`config.mk`:
```
export PLATFORM = sky130hd
export DESIGN_NAME = glyph_streamer
export DESIGN_NICKNAME = d
export VERILOG_FILES = /design/src/rtl/glyph_streamer.sv
export SDC_FILE = /design/constraint.sdc
export NUM_CORES = 1
export LEC_CHECK = 0
export CORE_ASPECT_RATIO = 1.5
export CORE_MARGIN = 2
export CORE_UTILIZATION = 57
export DETAILED_ROUTE_END_ITERATION = 16
export GPL_TIMING_DRIVEN = 0
export PLACE_DENSITY = 0.86
export SLEW_MARGIN = 0
export SYNTH_ARGS = -nofsm -noshare
export SYNTH_HDL_FRONTEND = slang
export SYNTH_SLANG_ARGS = --single-unit
```
`constraint.sdc`:
```
create_clock -name clk -period 7.1 [get_ports clk]
set_input_delay 1.065 -clock clk [delete_from_list [all_inputs] [get_ports clk]]
set_output_delay 1.065 -clock clk [all_outputs]
set_load 0.005 [all_outputs]
```
`src/rtl/glyph_streamer.sv`:
```
// Text-buffer glyph streamer: serially loaded character buffer, scanned row by
// row through an external combinational character ROM with registered row output.
module glyph_streamer #(
  parameter int WORD_COUNT = 32,
  parameter int CHAR_W     = 7,
  parameter int ROM_CHAR_W = 6,
  parameter int ROW_COUNT  = 8,
  parameter int DATA_W     = 8
) (
  input  logic                             clk,
  input  logic                             rst,
  input  logic [CHAR_W-1:0]                din,
  input  logic                             wr_en,
  input  logic                             clear,
  input  logic                             start,
  input  logic                             stop,
  input  logic                             pause,
  input  logic                             loop,
  input  logic                             invert,
  output logic [ROM_CHAR_W-1:0]            rom_char,
  output logic [$clog2(ROW_COUNT)-1:0]     rom_row,
  input  logic [DATA_W-1:0]                rom_data,
  output logic [DATA_W-1:0]                dout,
  output logic                             dout_valid,
  output logic                             busy,
  output logic                             done,
  output logic                             full,
  output logic [$clog2(WORD_COUNT+1)-1:0]  length
);

  localparam int ROW_W = $clog2(ROW_COUNT);
  localparam int LEN_W = $clog2(WORD_COUNT + 1);
  localparam int IDX_W = $clog2(WORD_COUNT);

  typedef enum logic [1:0] {IDLE, PLAY, DONE} state_t;

  state_t            state;
  logic [CHAR_W-1:0] mem [WORD_COUNT];
  logic [CHAR_W-1:0] cur_char;
  logic [IDX_W-1:0]  char_idx;
  logic [ROW_W-1:0]  row;
  logic              start_go;
  logic              wr_go;
  logic              last_row;
  logic              last_char;

  always_comb begin
    start_go  = start && !stop && (length != '0);
    wr_go     = (state == IDLE) && wr_en && !clear && !start_go && !full;
    last_row  = (row == ROW_W'(ROW_COUNT - 1));
    last_char = (LEN_W'(char_idx) == length - LEN_W'(1));
  end

  assign cur_char = mem[char_idx];
  assign rom_char = cur_char[ROM_CHAR_W-1:0];
  assign rom_row  = row;
  assign full     = (length == LEN_W'(WORD_COUNT));
  assign busy     = (state == PLAY);
  assign done     = (state == DONE);

  generate
    if (CHAR_W > ROM_CHAR_W) begin : g_hi
      logic unused_hi;
      assign unused_hi = ^cur_char[CHAR_W-1:ROM_CHAR_W];
    end
  endgenerate

  // Buffer storage is deliberately left out of reset.
  always_ff @(posedge clk) begin
    if (wr_go) mem[length[IDX_W-1:0]] <= din;
  end

  always_ff @(posedge clk or posedge rst) begin
    if (rst) begin
      state      <= IDLE;
      length     <= '0;
      char_idx   <= '0;
      row        <= '0;
      dout       <= '0;
      dout_valid <= 1'b0;
    end else begin
      dout_valid <= 1'b0;
      case (state)
        IDLE: begin
          if (start_go) begin
            state    <= PLAY;
            char_idx <= '0;
            row      <= '0;
          end else if (clear) begin
            length <= '0;
          end else if (wr_go) begin
            length <= length + LEN_W'(1);
          end
        end
        PLAY: begin
          if (stop) begin
            state <= IDLE;
          end else if (!pause) begin
            dout       <= rom_data ^ {DATA_W{invert}};
            dout_valid <= 1'b1;
            if (!last_row) begin
              row <= row + ROW_W'(1);
            end else begin
              row <= '0;
              if (last_char) begin
                char_idx <= '0;
                if (!loop) state <= DONE;
              end else begin
                char_idx <= char_idx + IDX_W'(1);
              end
            end
          end
        end
        DONE: begin
          if (stop) begin
            state <= IDLE;
          end else if (start) begin
            state    <= PLAY;
            char_idx <= '0;
            row      <= '0;
          end
        end
        default: state <= IDLE;
      endcase
    end
  end

endmodule
```
==> flow_summary.ini, run 1 <==
[clock_network]
cts_buffers = 19
clk_pin_slew_ns = 0.06
cts.path.max_buffers = 3
clk_latency_ns = 0.49
h-tree-depth = 1
clock-sinks = 217
cts_resized = 0
cts_setup_buffers = 0
cts-hold-fix-buffers = 0
tritoncts = yes
root_buffer = clkbuf_16

[global_routing]
first_global_vias = 4905
gr-total-overflow = 0
grt_pass1_wl_microns = 28300
gr-usage-all-layers = 0.231
grt_max_degree = 33
antenna_found_initial = 0

[power]
switchingPower_uw = 979
fin_total_pwr_mw = 3.54
pwr-share-clk = 0.280
swShare = 0.277
power.density_mw_per_mm2 = 346
leakagePower_nw = 3.30
irDropWorstVdd_mv = 0.256
power_frac_comb = 0.299
p_int_mw = 2.56
sequentialPowerShare = 0.421

[synthesis]
syn_nets = 509
syn_area_sq_mm = 0.00891
synthArstFlopShare = 0.115
synth_edf_count = 192
synthFlopType = edfxtp_1
ys_types = 40
ys_seq_elements = 217
yosysWarnings = 0
yosysSeqAreaShare = 0.717
syn_inst = 478
syn-mean-instance-area_sq_um = 18.6

[sta]
fin_tns_setup_ns = 0
max_freq_mhz = 223
setup_slack_ns = 2.61
drv_slew = 0
fin_skew_ns = 0.00763
grt_setup_unrepaired = false
slew_headroom = 0.172
hold_viol_final = 0
period_share = 0.632
tightest_slew_ns = 1.24
final-setup-viol-count = 0
period_minus_slack_ns = 4.49

[detailed_routing]
drtAntennaViolNets = 0
drc_errors = 0
routed_wirelength_microns = 18700
drt_pass1_iterations = 5
viasPerCell = 6.19
detail_route.iter0.violations = 438
wl_per_cell_microns = 24.6
num_vias = 4703

[layout]
syn_to_final_growth_pct = 14.7
layout-drive-gt1-share = 0.183
final_cells = 760
finalNetCount = 578
mostFrequentLayoutCells = edfxtp_1 (192), mux4_2 (60), nor2_1 (52), clkdlybuf4s50_1 (48), dfrtp_1 (25)
final_common_cell = edfxtp_1
n_antenna_cell = 0

[floorplan]
core_area_sq_mm = 0.0155
die_w_microns = 106
die_y_microns = 157
dieArea_sq_mm = 0.0167
rows = 56
num_io_pins = 51
initial_core_util = 0.575

[placed_design]
place_hpwl_microns = 12600
dp.cells = 729
place_congestion = 0.800
dpl_worst_slack_ns = 3.12
port_buffers = 48

[worst_setup_path]
start_kind = flip-flop
path_max_fanout = 10
worstPathRequired_ns = 6.03
path_class = reg2out
cp.arrival_ns = 3.42
worst_setup_path_end_kind = primary output

[worst_hold_path]
hold_path_class = reg2reg

[run_status]
status = finished, final reports clean

[flow_run]
drv_cap = 0
==> final cells by class <==
type	count	area (sq um)
buffer	24	135
sequential	217	6390
multi-input combinational	228	2350
timing repair buffer	48	480
clock inverter	11	98.8
fill	973	5260
clock buffer	20	479
tap	203	254
inverter	9	33.8
==> state kept, by name, summed over array words and instances, names as in the netlist <==
register,flops
char_idx,5
state,2
mem,192
dout,8
length,6
rom_row,3
dout_valid,1
==> power groups by stage <==
stage / registers [mW] / clock network [mW] / logic [mW]
after floorplan: 1.51 / 0 / 0.670
after global placement: 1.51 / 0 / 1.02
after detailed placement: 1.52 / 0 / 1.06
after CTS: 1.49 / 0.999 / 1.07
after global routing: 1.50 / 1.04 / 1.13
final: 1.49 / 0.990 / 1.06
==> cell usage after synthesis (2+ instances only) <==
library cell | instances | area (sq um)
buf_6 | 5 | 56.3
dfrtp_1 | 25 | 626
xnor2_1 | 10 | 87.6
a21oi_1 | 11 | 55.1
buf_2 | 6 | 30.0
or3_1 | 3 | 18.8
inv_1 | 9 | 33.8
nor3_1 | 6 | 30.0
ha_1 | 7 | 87.6
buf_1 | 2 | 7.51
mux4_2 | 60 | 1350
xor2_1 | 8 | 70.1
edfxtp_1 | 192 | 5770
o21ai_0 | 6 | 30.0
a21o_1 | 2 | 15.0
nand2b_1 | 4 | 25.0
nand3_1 | 6 | 30.0
and2_1 | 2 | 12.5
a22oi_1 | 2 | 15.0
nand4_1 | 3 | 18.8
clkbuf_1 | 11 | 41.3
nor4_1 | 2 | 12.5
nand3b_1 | 4 | 30.0
mux2_2 | 7 | 78.8
nand2_1 | 19 | 71.3
nor2_1 | 52 | 195
==> cells by family after synthesis <==
family | count (synthesis) | share of synthesized area
AND/OR/NAND/NOR | 105 | 0.0535
adder cells (fa/ha/maj) | 7 | 0.00983
flip-flops | 217 | 0.717
XOR/XNOR | 18 | 0.0177
AO/OA/AOI/OAI | 31 | 0.0222
buffers and inverters | 33 | 0.0190
multiplexers | 67 | 0.161
==> per-layer routing <==
metal	wire, microns	GRT usage
met1	6640	0.273
met2	10200	0.417
met5	0	0
met3	1220	0.0435
met4	662	0.0921
==> per-stage QoR <==
stage / utilization / hold slack, ns / instance area, sq um
after floorplan: - / 0.498 / 8910
after global placement: 0.623 / 0.501 / 9640
after detailed placement: 0.623 / 0.510 / 9640
after CTS: 0.660 / 0.526 / 10200
after global routing: 0.660 / 0.582 / 10200
final: 0.660 / 0.524 / 10200
==> worst paths after layout <==
check	start	endpoint	slack, ns	depth (start not counted)
worst min register to register	rom_row[1]	rom_row[1]	0.52	2
worst max-delay path	char_idx[1]	rom_char[2]	2.61	6
worst min-delay path	rom_row[1]	rom_row[1]	0.52	2
min in group asynchronous	rst	dout[3]	1.10	2
worst max register to register	length[0]	mem[18][0]	3.66	9
max in group asynchronous	rst	length[1]	5.43	2
==> critical path, stage by stage, from the launching register on <==
cell and delay, ns:
dfrtp_1 0.35, clkbuf_1 0.28, clkbuf_1 0.61, mux4_2 0.45, mux4_2 0.50, mux2_2 0.30
clkdlybuf4s50_1 0.45
Power figures use the tool's default switching activity.
==> inputs of run 2 (changes only) <==
==> constraint.sdc (replaced) <==
create_clock -name clk -period 4.5 [get_ports clk]
set_input_delay 0.675 -clock clk [delete_from_list [all_inputs] [get_ports clk]]
set_output_delay 0.675 -clock clk [all_outputs]
set_load 0.005 [all_outputs]
==> results of run 2 <==
The final DEF is identical to that of run 1. Status: finished, final reports clean.
Main changes from that run: setup slack after placement 3.12 ns -> 0.905 ns; setup slack after layout 2.61 ns -> 0.402 ns; register-to-register setup slack 3.66 ns -> 1.06 ns; total power 3.54 mW -> 5.58 mW; worst IR drop on VDD 0.256 mV -> 0.404 mV
